<file path="config.mk">
export PLATFORM = sky130hd
export DESIGN_NAME = mem_port_arbiter
export DESIGN_NICKNAME = d
export VERILOG_FILES = /design/src/rtl/mem_port_arbiter.sv
export SDC_FILE = /design/constraint.sdc
export NUM_CORES = 1
export LEC_CHECK = 0
export BUFFER_PORTS_ARGS = -buffer_cell sky130_fd_sc_hd__buf_2
export CAP_MARGIN = 10
export CORE_AREA = 2 2 107 109
export CTS_CLUSTER_DIAMETER = 150
export DETAILED_ROUTE_END_ITERATION = 8
export DIE_AREA = 0 0 109 111
export PLACE_DENSITY = 0.64
export SETUP_SLACK_MARGIN = 0.2
export SYNTH_ARGS = -nofsm -noshare
export SYNTH_HDL_FRONTEND = slang
export SYNTH_SLANG_ARGS = --single-unit
</file>
<file path="constraint.sdc">
create_clock -name clk -period 2.04 [get_ports clk]
set_clock_uncertainty 0.1 [all_clocks]
set_input_delay 0.408 -clock clk [delete_from_list [all_inputs] [get_ports clk]]
set_output_delay 0.408 -clock clk [all_outputs]
set_load 0.05 [all_outputs]
</file>
<file path="src/rtl/mem_port_arbiter.sv">
// Arbitrates one variable-latency memory bus between fetch (IF) and data (DM).
// Optional bus watchdog: define BUS_TIMEOUT_EN.
module mem_port_arbiter #(
  parameter int MAX_D_STREAK   = 4,
  parameter int TIMEOUT_CYCLES = 255
) (
  input  logic        clk,
  input  logic        reset_n,
  input  logic        if_req,
  input  logic [31:0] if_addr,
  output logic [31:0] if_rdata,
  output logic        if_valid,
  input  logic        dm_req,
  input  logic        dm_we,
  input  logic [3:0]  dm_be,
  input  logic [31:0] dm_addr,
  input  logic [31:0] dm_wdata,
  output logic [31:0] dm_rdata,
  output logic        dm_valid,
  output logic        bus_req,
  output logic        bus_we,
  output logic [3:0]  bus_be,
  output logic [31:0] bus_addr,
  output logic [31:0] bus_wdata,
  input  logic        bus_ack,
  input  logic [31:0] bus_rdata,
  output logic        bus_err
);

  localparam int SW = $clog2(MAX_D_STREAK + 1);
  localparam logic [SW-1:0] SMAX = SW'(MAX_D_STREAK);

  typedef enum logic [2:0] {
    IDLE,
    GNT_I,
    GNT_D,
    RSP_I,
    RSP_D
  } state_e;

  state_e        state_q, state_d;
  logic [SW-1:0] streak_q, streak_d;
  logic [31:0]   if_rdata_q, if_rdata_d;
  logic [31:0]   dm_rdata_q, dm_rdata_d;
  logic          done_i, done_d;

`ifdef BUS_TIMEOUT_EN
  localparam int TW = $clog2(TIMEOUT_CYCLES + 1);
  localparam logic [TW-1:0] TLAST = TW'(TIMEOUT_CYCLES - 1);

  logic [TW-1:0] tmo_q, tmo_d;
  logic          err_q, err_d;

  always_ff @(posedge clk or negedge reset_n) begin
    if (!reset_n) begin
      tmo_q <= '0;
      err_q <= 1'b0;
    end else begin
      tmo_q <= tmo_d;
      err_q <= err_d;
    end
  end

  assign bus_err = err_q;
`else
  logic unused_tmo;
  assign unused_tmo = (TIMEOUT_CYCLES == 0);
  assign bus_err    = 1'b0;
`endif

  always_ff @(posedge clk or negedge reset_n) begin
    if (!reset_n) begin
      state_q    <= IDLE;
      streak_q   <= '0;
      if_rdata_q <= '0;
      dm_rdata_q <= '0;
    end else begin
      state_q    <= state_d;
      streak_q   <= streak_d;
      if_rdata_q <= if_rdata_d;
      dm_rdata_q <= dm_rdata_d;
    end
  end

  always_comb begin
    state_d    = state_q;
    streak_d   = streak_q;
    if_rdata_d = if_rdata_q;
    dm_rdata_d = dm_rdata_q;
    done_i     = 1'b0;
    done_d     = 1'b0;
    bus_req    = 1'b0;
    bus_we     = 1'b0;
    bus_be     = 4'h0;
    bus_addr   = 32'h0;
    bus_wdata  = 32'h0;
`ifdef BUS_TIMEOUT_EN
    tmo_d      = tmo_q;
    err_d      = err_q;
`endif
    unique case (state_q)
      IDLE: begin
`ifdef BUS_TIMEOUT_EN
        tmo_d = '0;
`endif
        // Data wins unless fetch has been starved for a full streak.
        if (dm_req && (!if_req || streak_q < SMAX)) begin
          state_d  = GNT_D;
          streak_d = !if_req ? '0 :
                     (streak_q == SMAX) ? SMAX : streak_q + SW'(1);
        end else if (if_req) begin
          state_d  = GNT_I;
          streak_d = '0;
        end
      end
      GNT_I: begin
        bus_req  = 1'b1;
        bus_be   = 4'hF;
        bus_addr = if_addr;
        if (bus_ack) begin
          if_rdata_d = bus_rdata;
          state_d    = RSP_I;
        end
`ifdef BUS_TIMEOUT_EN
        else if (tmo_q == TLAST) begin
          if_rdata_d = 32'h0000_0013;
          err_d      = 1'b1;
          state_d    = RSP_I;
        end else begin
          tmo_d = tmo_q + TW'(1);
        end
`endif
      end
      GNT_D: begin
        bus_req   = 1'b1;
        bus_we    = dm_we;
        bus_be    = dm_be;
        bus_addr  = dm_addr;
        bus_wdata = dm_wdata;
        if (bus_ack) begin
          if (!dm_we) dm_rdata_d = bus_rdata;
          state_d = RSP_D;
        end
`ifdef BUS_TIMEOUT_EN
        else if (tmo_q == TLAST) begin
          dm_rdata_d = 32'h0;
          err_d      = 1'b1;
          state_d    = RSP_D;
        end else begin
          tmo_d = tmo_q + TW'(1);
        end
`endif
      end
      RSP_I: begin
        done_i  = 1'b1;
        state_d = IDLE;
      end
      RSP_D: begin
        done_d  = 1'b1;
        state_d = IDLE;
      end
      default: state_d = IDLE;
    endcase
  end

  assign if_rdata = if_rdata_q;
  assign dm_rdata = dm_rdata_q;
  assign if_valid = ~if_req | done_i;
  assign dm_valid = ~dm_req | done_d;

endmodule

</file>
== Yosys cells after proc, flatten, opt, wreduce, memory -nomap -nowiden ==
Cells that the tools add are included.

* $add $sub $neg: 1
* $lt $le $gt $ge: 1
* Equality and inequality tests: 8
* Multiplexer cells: 16
* Bitwise logic cells: 5
* Reduce and logical (&&, ||, !) cells: 10

{| class="wikitable"
|+ Operators with widths
! kind !! number
|-
| $pmux W32 S2 || 1
|-
| $mux W32 || 1
|-
| $mux W3 || 8
|-
| $pmux W3 S3 || 1
|-
| $pmux W4 S2 || 1
|-
| $eq A3 B2 Y1 const B || 2
|-
| $eq A3 B3 Y1 const B || 2
|-
| $reduce_and A3 Y1 || 2
|-
| $mux W1 || 4
|-
| $ne A2 B2 Y1 const B || 2
|-
| $reduce_and A2 Y1 || 2
|-
| $add A3 B1 Y3 const B || 1
|-
| $eq A3 B1 Y1 const B || 1
|-
| $logic_not A3 Y1 || 1
|-
| $lt A3 B3 Y1 const B || 1
|-
| $ne A3 B3 Y1 const B || 1
|-
| $not A1 Y1 || 3
|-
| $or A1 B1 Y1 || 2
|-
| $reduce_bool A2 Y1 || 1
|-
| $reduce_or A2 Y1 || 1
|-
| $logic_and A1 B1 Y1 || 1
|-
| $logic_not A1 Y1 || 1
|-
| $logic_or A1 B1 Y1 || 1
|}

* Register bits after elaboration: 70
* Word-level logic and storage cells: 45

== Longest topological paths before layout ==
* Depth in word-level cells: 5
* Gate-level depth with buffers: 5
* Mapped depth without buffers: 3

== Worst setup path before layout ==
Ideal clock, no wire load.

* Path kind: reg-to-output
* Start: register state_q[0]
* End: output port bus_addr[0]
* Data arrival time: 1.611 ns
* Data required time: 1.532 ns
* Slack: -0.079 ns
* Stages on the path, launching flop included: 5
* Buffers on the path: 2
* Cells stage by stage: dfrtp_1 -> nor3b_1 -> clkbuf_1 -> buf_2 -> a22o_1

* Word-level cells in the longest chain between the ends: 2
* Elaborated cells between the ends (all ways): 3
* Those cells by class: eq/ne (2); mux (1)

{| class="wikitable"
|+ Ends and longest elaborated chain
! what !! line !! text
|-
| start: declaration || 41 || <nowiki>state_e state_q, state_d;</nowiki>
|-
| start signal: assignment || 78 || <nowiki>state_q <= state_d;</nowiki>
|-
| $eq A3 B2 Y1 or $eq A3 B1 Y1 (tied branches) || 101 || <nowiki>unique case (state_q)</nowiki>
|-
| $pmux W32 S2 * || 101 ||
|-
| end: declaration || 23 || <nowiki>output logic [31:0] bus_addr,</nowiki>
|}

Every way passes the cells marked *; elsewhere a longest branch is shown, timed or not.

== Worst setup path after layout ==
* Start: register state_q[0]
* End: output port bus_addr[12]

The elaborated chain is that of the path after synthesis.

==> run metrics <==
first-pass GRT wire length=19.3 mm; post-place setup slack=-0.00143 ns; CP arrival=1.70 ns; DRT Pass-1 Iters=4; Post-Route WL=13.2 mm; Most used DFF post-synth=dfrtp_1; worst reg2reg path endpoint=dm_rdata[13]; Port Buffer Count=273; PwrDens=2120 mW/mm²; die area=0.0121 mm²; Mapped Avg Cell Area=13.1 µm²; R2R depth=7; antenna cell count=0; max_cap viols=0; most frequent cells in the layout=buf_2, dfrtp_1, buf_6; Residual DRC=0; origin of the critical flop-to-flop path=state_q[0]; Bufs on Longest Clock Path=2; Setup crit end kind=output pin; Synth Instances=251; gr usage total=0.210; failing checks=setup timing; Final ANT Viol Nets=0; # rows=39; synth warn=0; H-tree depth=3; fin nets=roughly 690; routed via count=3316; core area=0.0111 mm²; clock sink total=70; Fmax=around 450 MHz; FFs w/ async S/R, synth=1.00; largest net degree at the start of global routing=49; Max rail drop VDD=between 1 and 1.5 mV; Initial Util=0.297; Layout Area Growth over Synthesis=103%; CP required=1.53 ns; CP Capture Point=bus_addr[12]; DR vias/cell=roughly 4.7; static leakage power=3.43 nW; CTS clk-pin slew, worst paths=0.05 ns; final setup margin=-0.171 ns; synthesized area=0.00329 mm²; syn nets=391; max-slew violations=0; Max FO, Critical Path=16; Detailed Route Iter0 Violations=98; share of layout cells above drive strength 1=0.781; Final Setup Violations=73; type of origin of the critical path=flip-flop; Setup Crit Path Kind=flip-flop to output pin; reg-to-reg slack, setup=-0.02 ns; Die Ht=111 µm; post-DP HPWL=~8 mm; most common cell after layout, fill and taps aside=buf_2; routed len/inst=around 19 µm; Setup crit start=state_q[0]; Hold Vio Cnt, Final=0; Tcrit/Tclk final=1.08; post-layout util=0.603; vias in the first global route=about 3.5k; status=complete, but fails checks; clk root buf=clkbuf_16; Period minus WS final=around 2.2 ns; register bit total from synthesis=70; number of top-level pins=275; initial antenna violation count=0; RePlAce Congestion=just over 0.8; setup_tns=-10.04 ns; Chip Width=109 µm; sequential-to-total area share from yosys stat=0.532; RSZ-0062 raised after global routing=true; worst-skew pair later-pin latency=0.32 ns; Congestion Overflow GR=0; synth unique cells=28; worst hold path class=input pin to flip-flop; EDFF count, synth=0; CTS Buf Count=9; power after layout=between 10 and 15 mW; CTS tree=yes
## power breakdown
part / leakage, nW / internal, mW / switching (mW)
Combinational: 2.44 / 3.90 / 6.24
Sequential: 0.848 / 2.08 / 0.398
Clock: 0.146 / 1.01 / 0.531
## worst max-delay path, stage by stage (launching register included)
cell and delay (ns):
dfrtp_1 0.39, buf_6 0.13, nor3b_4 0.21, buf_6 0.16, clkbuf_16 0.17, a22o_2 0.15
buf_6 0.15
## worst min-delay path by stage
stage                  startpoint            to  slack [ns]  cells past startpoint
floorplan                 reset_n   dm_rdata[0]        0.01                      0
global placement          reset_n  dm_rdata[26]        0.14                      1
detailed placement        reset_n  dm_rdata[26]        0.14                      1
CTS                 bus_rdata[28]  dm_rdata[28]        0.20                      2
global route        bus_rdata[26]  dm_rdata[26]        0.21                      2
finish              bus_rdata[28]  dm_rdata[28]        0.21                      2
## synthesized netlist by cell type (4+ instances only)
master	instances	area, µm²
a21o_1	4	30.0
a22o_1	34	298
and2_1	35	219
buf_2	6	30.0
buf_4	4	30.0
clkbuf_1	8	30.0
dfrtp_1	70	1750
mux2_1	31	349
mux2_2	34	383
nand2_1	4	15.0
## cell families after synthesis
group           share of synthesized area
compound gates                      0.108
fa+ha+maj                         0.00760
buf+inv                            0.0312
flops                               0.532
mux                                 0.222
other cells                       0.00114
simple gates                       0.0977
## per-layer routing
metal / global-route usage / part of all wire / vias up
met1: 0.238 / 0.37 / 1624
met3: 0.0541 / 0.084 / 15
met4: 0.0632 / 0.014 / 0
li1: - / - / 1500
met5: 0 / 0 / -
met2: 0.381 / 0.53 / 177
## cell type report
| cell class | count | area [µm²] |
|---|---|---|
| Fill cell | 840 | 4400 |
| Timing Repair Buffer | 309 | 2600 |
| Multi-Input combinational cell | 160 | 1830 |
| Sequential cell | 70 | 1750 |
| Clock buffer | 13 | 260 |
| Tap cell | 143 | 179 |
| Clock inverter | 3 | 42.5 |
| Inverter | 2 | 7.51 |
## through the flow
| stage | instances | hold WS, ns | cell area (µm²) |
|---|---|---|---|
| after global routing | 700 | 0.214 | 6680 |
| after floorplan | 251 | 0.0124 | 3520 |
| after detailed placement | 657 | 0.144 | 5080 |
| final | 700 | 0.210 | 6680 |
| after CTS | 695 | 0.202 | 6390 |
| after global placement | 657 | 0.144 | 5080 |
## flip-flops by register name, summed over array words and instances (netlist names)
name      count
if_rdata     32
dm_rdata     32
streak_q      3
state_q       3
## repair_timing
item                       4_1_cts  5_1_grt
gates resized for setup        186       59
setup endpoints to repair      136      136
buffers inserted                10        3
pin swaps                        4        6
hold buffers                     1        0
cloned                          11        2
hold endpoints to repair         4        0
(Power assumes the default switching activity.)
